==> config.mk <==
export PLATFORM = sky130hd
export DESIGN_NAME = eth_udp_rx_gmii
export DESIGN_NICKNAME = d
export VERILOG_FILES = /design/src/rtl/eth_pkg.sv /design/src/rtl/eth_crc32_d8.sv /design/src/rtl/eth_udp_rx_gmii.sv
export SDC_FILE = /design/constraint.sdc
export NUM_CORES = 1
export LEC_CHECK = 0
export CAP_MARGIN = 25
export CORE_MARGIN = 10
export CORE_UTILIZATION = 59
export CTS_CLUSTER_SIZE = 10
export DETAILED_ROUTE_END_ITERATION = 8
export GPL_TIMING_DRIVEN = 0
export PLACE_DENSITY = 0.86
export SYNTH_ARGS = -nofsm -noshare
export SYNTH_HDL_FRONTEND = slang
export SYNTH_SLANG_ARGS = --single-unit
==> constraint.sdc <==
create_clock -name clk125m -period 8.9 [get_ports clk125m]
set_clock_uncertainty 0.2 [all_clocks]
set_input_delay 0.89 -clock clk125m [delete_from_list [all_inputs] [get_ports clk125m]]
set_output_delay 0.89 -clock clk125m [all_outputs]
set_load 0.005 [all_outputs]
==> src/rtl/eth_pkg.sv <==
// ---------------------------------------------------------------------------
// eth_pkg
// Shared definitions for the GMII Ethernet/IPv4/UDP receive and transmit
// paths: parser state encoding, protocol constants, header sizes, receive
// error codes and the CRC-32 constants.
// ---------------------------------------------------------------------------
package eth_pkg;

    typedef enum logic [2:0] {
        IDLE,
        PREAMBLE,
        ETH_HDR,
        IP_HDR,
        UDP_HDR,
        PAYLOAD,
        PAD_FCS,
        DROP
    } rx_state_e;

    localparam logic [7:0]  PREAMBLE_BYTE  = 8'h55;
    localparam logic [7:0]  SFD_BYTE       = 8'hD5;
    localparam int unsigned PREAMBLE_MAX   = 7;

    localparam logic [15:0] ETHERTYPE_IPV4 = 16'h0800;
    localparam logic [7:0]  IP_VER_IHL     = 8'h45;
    localparam logic [7:0]  IP_PROTO_UDP   = 8'h11;

    localparam logic [15:0] ETH_HDR_BYTES  = 16'd14;
    localparam logic [15:0] IP_HDR_BYTES   = 16'd20;
    localparam logic [15:0] UDP_HDR_BYTES  = 16'd8;

    localparam logic [2:0]  ERR_CRC        = 3'd1;
    localparam logic [2:0]  ERR_TRUNC      = 3'd2;
    localparam logic [2:0]  ERR_GMII       = 3'd3;
    localparam logic [2:0]  ERR_LEN        = 3'd4;

    localparam logic [31:0] CRC_INIT       = 32'hFFFF_FFFF;
    localparam logic [31:0] CRC_POLY       = 32'hEDB8_8320;  // reflected 0x04C11DB7
    localparam logic [31:0] CRC_RESIDUE    = 32'hC704_DD7B;  // MSB-first form

    // The CRC register runs LSB-first; reversing it gives the MSB-first form
    // in which the good-frame residue is expressed.
    function automatic logic [31:0] bitrev32(input logic [31:0] v);
        logic [31:0] r;
        r = '0;
        for (int unsigned i = 0; i < 32; i++) begin
            r[i] = v[31-i];
        end
        return r;
    endfunction

endpackage

==> src/rtl/eth_crc32_d8.sv <==
// ---------------------------------------------------------------------------
// eth_crc32_d8
// Combinational byte-wide CRC-32 (IEEE 802.3, reflected) update, shared by
// the receive and transmit paths.
//   crc_i  : current CRC register
//   data_i : byte to absorb (bit 0 first, as on the wire)
//   crc_o  : CRC register after absorbing data_i
// ---------------------------------------------------------------------------
module eth_crc32_d8
    import eth_pkg::*;
(
    input  logic [31:0] crc_i,
    input  logic [7:0]  data_i,
    output logic [31:0] crc_o
);

    always_comb begin
        logic [31:0] c;
        c = crc_i;
        for (int unsigned i = 0; i < 8; i++) begin
            c = (c >> 1) ^ (((c[0] ^ data_i[i]) == 1'b1) ? CRC_POLY : '0);
        end
        crc_o = c;
    end

endmodule

==> src/rtl/eth_udp_rx_gmii.sv <==
// ---------------------------------------------------------------------------
// eth_udp_rx_gmii
// GMII receiver that filters Ethernet II / IPv4 / UDP frames addressed to
// this node and streams the UDP payload with one cycle of latency.
//   clk125m, reset_n          : GMII rx clock, async active-low reset
//   gmii_rx_dv/rxd/rx_er      : GMII receive interface
//   local_mac/ip/port         : accepted destination MAC (or broadcast), IP, port
//   payload_valid_o/dat_o     : payload byte strobe and data
//   payload_sop/eop           : first / last payload byte markers
//   src_mac/ip/port, data_length : header fields of the last accepted frame
//   rx_done / rx_err          : end-of-frame pulses, rx_err_code qualifies rx_err
// ---------------------------------------------------------------------------
module eth_udp_rx_gmii
    import eth_pkg::*;
#(
    parameter int unsigned MAX_PAYLOAD = 1472
) (
    input  logic        clk125m,
    input  logic        reset_n,
    input  logic        gmii_rx_dv,
    input  logic [7:0]  gmii_rxd,
    input  logic        gmii_rx_er,
    input  logic [47:0] local_mac,
    input  logic [31:0] local_ip,
    input  logic [15:0] local_port,
    output logic        payload_valid_o,
    output logic [7:0]  payload_dat_o,
    output logic        payload_sop,
    output logic        payload_eop,
    output logic [47:0] src_mac,
    output logic [31:0] src_ip,
    output logic [15:0] src_port,
    output logic [15:0] data_length,
    output logic        rx_done,
    output logic        rx_err,
    output logic [2:0]  rx_err_code
);

    // Index of the last byte of each field within its header.
    localparam logic [15:0] ETH_DST_END   = 16'd5;
    localparam logic [15:0] ETH_SRC_END   = 16'd11;
    localparam logic [15:0] IP_PROTO_IDX  = 16'd9;
    localparam logic [15:0] IP_SRC_END    = 16'd15;
    localparam logic [15:0] UDP_SPORT_END = 16'd1;
    localparam logic [15:0] UDP_DPORT_END = 16'd3;
    localparam logic [15:0] UDP_LEN_END   = 16'd5;
    localparam logic [15:0] MAX_PL        = 16'(MAX_PAYLOAD);

    rx_state_e   state_q, state_d;
    logic [15:0] cnt_q, cnt_d;
    logic        dv_q;
    logic [31:0] crc_q, crc_d, crc_next;
    logic [47:0] sh_q, sh_d;
    logic [47:0] smac_p_q, smac_p_d;
    logic [31:0] sip_p_q, sip_p_d;
    logic [15:0] sport_p_q, sport_p_d;
    logic [15:0] ulen_q, ulen_d;
    logic        valid_q, valid_d, sop_q, sop_d, eop_q, eop_d;
    logic [7:0]  dat_q, dat_d;
    logic [47:0] src_mac_q, src_mac_d;
    logic [31:0] src_ip_q, src_ip_d;
    logic [15:0] src_port_q, src_port_d, dlen_q, dlen_d;
    logic        done_q, done_d, err_q, err_d;
    logic [2:0]  code_q, code_d;
    logic [47:0] word48;
    logic        bad_len;

    eth_crc32_d8 u_crc (
        .crc_i  (crc_q),
        .data_i (gmii_rxd),
        .crc_o  (crc_next)
    );

    // Multi-byte fields ending on the current byte, most significant byte first.
    assign word48  = {sh_q[39:0], gmii_rxd};
    assign bad_len = (ulen_q < 16'd9) || ((ulen_q - UDP_HDR_BYTES) > MAX_PL);

    always_comb begin
        state_d    = state_q;
        cnt_d      = cnt_q;
        crc_d      = crc_q;
        sh_d       = gmii_rx_dv ? word48 : sh_q;
        smac_p_d   = smac_p_q;
        sip_p_d    = sip_p_q;
        sport_p_d  = sport_p_q;
        ulen_d     = ulen_q;
        valid_d    = 1'b0;
        sop_d      = 1'b0;
        eop_d      = 1'b0;
        dat_d      = dat_q;
        src_mac_d  = src_mac_q;
        src_ip_d   = src_ip_q;
        src_port_d = src_port_q;
        dlen_d     = dlen_q;
        done_d     = 1'b0;
        err_d      = 1'b0;
        code_d     = code_q;

        if (gmii_rx_dv && (state_q inside {ETH_HDR, IP_HDR, UDP_HDR, PAYLOAD, PAD_FCS})) begin
            crc_d = crc_next;
        end

        unique case (state_q)
            IDLE: begin
                // Only a byte following an idle cycle may start a frame, so the
                // tail of a frame cut by reset is never mistaken for a preamble.
                if (gmii_rx_dv && !dv_q && (gmii_rxd == PREAMBLE_BYTE)) begin
                    state_d = PREAMBLE;
                    cnt_d   = 16'd1;
                end
            end
            PREAMBLE: begin
                if (!gmii_rx_dv) begin
                    state_d = IDLE;
                end else if (gmii_rx_er) begin
                    err_d = 1'b1; code_d = ERR_GMII; state_d = DROP;
                end else if (gmii_rxd == SFD_BYTE) begin
                    state_d = ETH_HDR;
                    cnt_d   = '0;
                    crc_d   = CRC_INIT;
                end else if ((gmii_rxd == PREAMBLE_BYTE) && (cnt_q < 16'(PREAMBLE_MAX))) begin
                    cnt_d = cnt_q + 16'd1;
                end else begin
                    state_d = DROP;
                end
            end
            ETH_HDR, IP_HDR, UDP_HDR, PAYLOAD: begin
                cnt_d = cnt_q + 16'd1;
                if (!gmii_rx_dv) begin
                    err_d = 1'b1; code_d = ERR_TRUNC; state_d = IDLE;
                end else if (gmii_rx_er) begin
                    err_d = 1'b1; code_d = ERR_GMII; state_d = DROP;
                end else if (state_q == ETH_HDR) begin
                    if ((cnt_q == ETH_DST_END) && (word48 != local_mac) && (word48 != '1)) begin
                        state_d = DROP;
                    end
                    if (cnt_q == ETH_SRC_END) begin
                        smac_p_d = word48;
                    end
                    if (cnt_q == ETH_HDR_BYTES - 16'd1) begin
                        state_d = (word48[15:0] == ETHERTYPE_IPV4) ? IP_HDR : DROP;
                        cnt_d   = '0;
                    end
                end else if (state_q == IP_HDR) begin
                    if (((cnt_q == 16'd0) && (gmii_rxd != IP_VER_IHL)) ||
                        ((cnt_q == IP_PROTO_IDX) && (gmii_rxd != IP_PROTO_UDP))) begin
                        state_d = DROP;
                    end
                    if (cnt_q == IP_SRC_END) begin
                        sip_p_d = word48[31:0];
                    end
                    if (cnt_q == IP_HDR_BYTES - 16'd1) begin
                        state_d = (word48[31:0] == local_ip) ? UDP_HDR : DROP;
                        cnt_d   = '0;
                    end
                end else if (state_q == UDP_HDR) begin
                    if (cnt_q == UDP_SPORT_END) begin
                        sport_p_d = word48[15:0];
                    end
                    if ((cnt_q == UDP_DPORT_END) && (word48[15:0] != local_port)) begin
                        state_d = DROP;
                    end
                    if (cnt_q == UDP_LEN_END) begin
                        ulen_d = word48[15:0];
                    end
                    if (cnt_q == UDP_HDR_BYTES - 16'd1) begin
                        cnt_d = '0;
                        if (bad_len) begin
                            err_d = 1'b1; code_d = ERR_LEN; state_d = DROP;
                        end else begin
                            src_mac_d  = smac_p_q;
                            src_ip_d   = sip_p_q;
                            src_port_d = sport_p_q;
                            dlen_d     = ulen_q - UDP_HDR_BYTES;
                            state_d    = PAYLOAD;
                        end
                    end
                end else begin
                    valid_d = 1'b1;
                    dat_d   = gmii_rxd;
                    sop_d   = (cnt_q == 16'd0);
                    if (cnt_q == dlen_q - 16'd1) begin
                        eop_d   = 1'b1;
                        state_d = PAD_FCS;
                    end
                end
            end
            PAD_FCS: begin
                if (!gmii_rx_dv) begin
                    if (bitrev32(crc_q) == CRC_RESIDUE) begin
                        done_d = 1'b1;
                    end else begin
                        err_d = 1'b1; code_d = ERR_CRC;
                    end
                    state_d = IDLE;
                end else if (gmii_rx_er) begin
                    err_d = 1'b1; code_d = ERR_GMII; state_d = DROP;
                end
            end
            DROP: begin
                if (!gmii_rx_dv) begin
                    state_d = IDLE;
                end
            end
            default: state_d = IDLE;
        endcase
    end

    always_ff @(posedge clk125m or negedge reset_n) begin
        if (!reset_n) begin
            state_q    <= IDLE;
            cnt_q      <= '0;
            dv_q       <= 1'b1;
            crc_q      <= CRC_INIT;
            sh_q       <= '0;
            smac_p_q   <= '0;
            sip_p_q    <= '0;
            sport_p_q  <= '0;
            ulen_q     <= '0;
            valid_q    <= 1'b0;
            sop_q      <= 1'b0;
            eop_q      <= 1'b0;
            dat_q      <= '0;
            src_mac_q  <= '0;
            src_ip_q   <= '0;
            src_port_q <= '0;
            dlen_q     <= '0;
            done_q     <= 1'b0;
            err_q      <= 1'b0;
            code_q     <= '0;
        end else begin
            state_q    <= state_d;
            cnt_q      <= cnt_d;
            dv_q       <= gmii_rx_dv;
            crc_q      <= crc_d;
            sh_q       <= sh_d;
            smac_p_q   <= smac_p_d;
            sip_p_q    <= sip_p_d;
            sport_p_q  <= sport_p_d;
            ulen_q     <= ulen_d;
            valid_q    <= valid_d;
            sop_q      <= sop_d;
            eop_q      <= eop_d;
            dat_q      <= dat_d;
            src_mac_q  <= src_mac_d;
            src_ip_q   <= src_ip_d;
            src_port_q <= src_port_d;
            dlen_q     <= dlen_d;
            done_q     <= done_d;
            err_q      <= err_d;
            code_q     <= code_d;
        end
    end

    assign payload_valid_o = valid_q;
    assign payload_dat_o   = dat_q;
    assign payload_sop     = sop_q;
    assign payload_eop     = eop_q;
    assign src_mac         = src_mac_q;
    assign src_ip          = src_ip_q;
    assign src_port        = src_port_q;
    assign data_length     = dlen_q;
    assign rx_done         = done_q;
    assign rx_err          = err_q;
    assign rx_err_code     = code_q;

endmodule

==> flow_metrics.py <==
metrics = {
    "status": {
        "outcome": "finished, final reports clean",
    },
    "run": {
        "maxCapViolations": 0,
    },
    "die": {
        "die_w_um": 186,
        "io-pin-count": 236,
        "fp-row-count": 60,
        "die_h_um": 186,
        "dieArea_um2": 34400,
        "core-area_um2": 27000,
        "start_util": 0.600,
    },
    "global_route": {
        "grt_max_degree": 131,
        "grt_pass1_vias": 13615,
        "busiest_layer": "met2",
        "grt_pass1_wl_mm": 79.5,
        "antenna_found_initial": 4,
        "grtUsageMet3": 0.0721,
        "track_usage": 0.300,
        "overflow": 0,
        "met2_usage": 0.481,
        "met1_usage": 0.380,
    },
    "logic_synthesis": {
        "synth_top_flop_cell": "dfrtp_1",
        "synth_seq_cells": 332,
        "ys.warnings.count": 0,
        "synthAdderAreaFrac": 0.00541,
        "synthMuxAreaShare": 0.117,
        "synth_compound_area_frac": 0.0527,
        "ys_types": 61,
        "synth_top_area_cell": "dfrtp_1",
        "syn-mean-instance-area_um2": 10.4,
        "syn_area_um2": 16200,
        "synthTopCellsByArea": "dfrtp_1, mux2_2, nand2_1, xnor2_1, dfstp_2",
        "ys_async_sr_fraction": 1.00,
        "synth_xor_xnor_area_share": 0.107,
        "synth_simple_gate_area_frac": 0.168,
        "synth-edff-count": 0,
        "synth_top_family_by_area": "simple AND/OR/NAND/NOR gates",
        "synth-seq-area-share": 0.516,
        "synthCells": 1554,
        "synth_top_area_frac": 0.462,
        "synth.net_count": 1669,
    },
    "placement": {
        "dp_cells": 2129,
        "place_hpwl_mm": 36.1,
        "numPortBuffers": 232,
        "gp_congestion": 0.915,
    },
    "timing": {
        "finalHoldViolations": 0,
        "setup_tns_ns": 0,
        "holdWs_ns": 0.250,
        "finalSetupViolations": 0,
        "worst_pin_slew_ns": 1.07,
        "slew_viol_final": 0,
        "min_period_ns": 4.40,
        "finalCritPeriodShare": 0.494,
        "slew_headroom": 0.284,
        "fmax_mhz": 227,
        "rsz0062_at_grt": "false",
    },
    "clocking": {
        "postCtsHoldBufs": 0,
        "clkTransAtPathRegs_ns": 0.05,
        "clock_latency_ns": 0.54,
        "numCtsBuffers": 40,
        "ctsRootBufferMaster": "clkbuf_16",
        "clock_sinks": 332,
        "cts_resized": 0,
        "post_cts_buffers": 0,
        "h-tree-depth": 2,
        "cts_buffer_depth": 3,
        "tritoncts": "built",
    },
    "setup_path": {
        "cp_max_fo": 10,
        "path_cells": "clkdlybuf4s50_1 -> buf_1 -> xor2_1 -> nor4_1 -> nand4_1 -> nor4_1 -> a22oi_1 -> o21ai_0 -> o211ai_1 -> mux2_2",
        "arrival_ns": 4.61,
        "cp_data_required_time_ns": 9.11,
        "crit_path_end_kind": "register",
        "cp_common_cell": "nor4_1",
        "crit_family": "simple AND/OR/NAND/NOR gates",
        "path_class": "in2reg",
        "max_stage_delay_ns": 0.83,
        "crit_slowest_cell": "nor4_1",
        "cp-start-kind": "input port",
        "worst-path-buf-inv": 2,
    },
    "cells_and_area": {
        "fin_cells": 2190,
        "mostFrequentLayoutCells": "nand2_1, dfrtp_1, clkdlybuf4s50_1, mux2_2, xnor2_1",
        "postLayoutCoreUtil": 0.747,
        "multi_input_area_um2": 7290,
        "synthToLayoutAreaGrowth_pct": 24.5,
        "seqCellArea_um2": 8350,
        "final_common_cell": "nand2_1",
        "fill_cells": 1809,
        "drive_above_1_share": 0.150,
        "layout.nets": 1945,
    },
    "power": {
        "total_power_mw": 5.04,
        "power_density_nw_per_um2": 250,
        "ir_worst_vdd_mv": 0.214,
        "leakage_nw": 9.16,
    },
    "route": {
        "vias": 13313,
        "drt_wl_total_mm": 51.9,
        "drc": 0,
        "drt_pre_antenna_iters": 6,
        "viasPerCell": 6.08,
        "drt-initial-drc-count": 1393,
        "ant_nets": 0,
        "wl_per_cell_um": 23.7,
    },
    "hold_path": {
        "hp-class": "in2async",
    },
}
state kept, by name, summed over array words and instances, names as in the netlist, 32 cells and up:
signal    flops
src_ip       32
smac_p_q     48
sh_q         40
sip_p_q      32
crc_q        32
src_mac      48
final cells by class:
cell class | count | share of cell area
sequential | 332 | 0.415
multi-input combinational | 1095 | 0.362
timing repair buffer | 234 | 0.118
clock buffer | 51 | 0.0533
buffer | 105 | 0.0229
tap | 341 | 0.0212
inverter | 22 | 0.00410
clock inverter | 6 | 0.00329
antenna | 4 | 0.000497
synthesized netlist by cell type, drive strengths merged (2+ instances only):
master	n
dfrtp	299
nor4bb	3
nor3	23
nand4	43
nand4b	8
xor2	68
o211ai	36
nor2b	9
nor2	55
a21oi	14
ha	7
nor4b	7
and3b	2
a211oi	2
mux2	164
a31o	2
and2	8
a22oi	6
nand2b	6
clkbuf	65
nor4	30
and3	5
dfstp	33
mux2i	5
a41oi	2
xnor2	129
buf	40
a31oi	6
nand3b	2
o21a	3
o31ai	6
nand2	357
inv	22
o2111ai	2
or4	6
o22ai	6
or3	5
o21ai	31
nand3	21
path summary, 6_finish.rpt:
check	startpoint	end	slack (ns)	cells after the start
worst max register to register	ulen_q[3]$_DFFE_PN0P_	src_ip[29]$_DFFE_PN0P_	4.52	12
max in group asynchronous	reset_n	cnt_q[14]$_DFFE_PN0P_	7.11	2
worst min register to register	src_mac[41]$_DFFE_PN0P_	src_mac[41]$_DFFE_PN0P_	0.26	2
worst max-delay path	gmii_rxd[1]	state_q[0]$_DFFE_PN0P_	4.50	10
min in group clk125m	src_mac[41]$_DFFE_PN0P_	src_mac[41]$_DFFE_PN0P_	0.26	2
worst min-delay path	reset_n	src_ip[12]$_DFFE_PN0P_	0.25	1
power by group:
| part | internal [mW] | total (mW) | switching (mW) |
|---|---|---|---|
| Clock | 0.844 | 1.46 | 0.621 |
| Combinational | 0.725 | 1.66 | 0.935 |
| Sequential | 1.74 | 1.92 | 0.175 |
worst register-to-register path, stage by stage (launching register included):
cell	delay, ns
dfrtp_1	0.44
inv_1	0.11
ha_1	0.28
or3b_2	0.50
nor3_1	0.36
mux2_2	0.39
a221oi_2	0.23
nand4b_1	0.25
nor3_2	0.55
buf_2	0.45
buf_2	0.35
nand2_1	0.12
nand2_1	0.10
per-stage QoR:
stage                     cell area (um^2)  worst slack [ns]
after detailed placement             19000              4.00
after CTS                            20100              4.54
final                                20100              4.50
after global routing                 20100              4.36
after global placement               18900             -7.05
after floorplan                      16200              5.48
logic make-up after synthesis:
kind of cell / after synthesis
AND/OR/NAND/NOR: 596
flip-flops: 332
XOR/XNOR: 197
multiplexers: 169
buffers and inverters: 127
AO/OA/AOI/OAI: 126
adder cells (fa/ha/maj): 7
per-layer routing:
metal,share of wire,wire length (um)
met1,0.40,20700
met2,0.47,24400
met3,0.085,4430
met4,0.045,2330
met5,0,0
(Power assumes the default switching activity.)
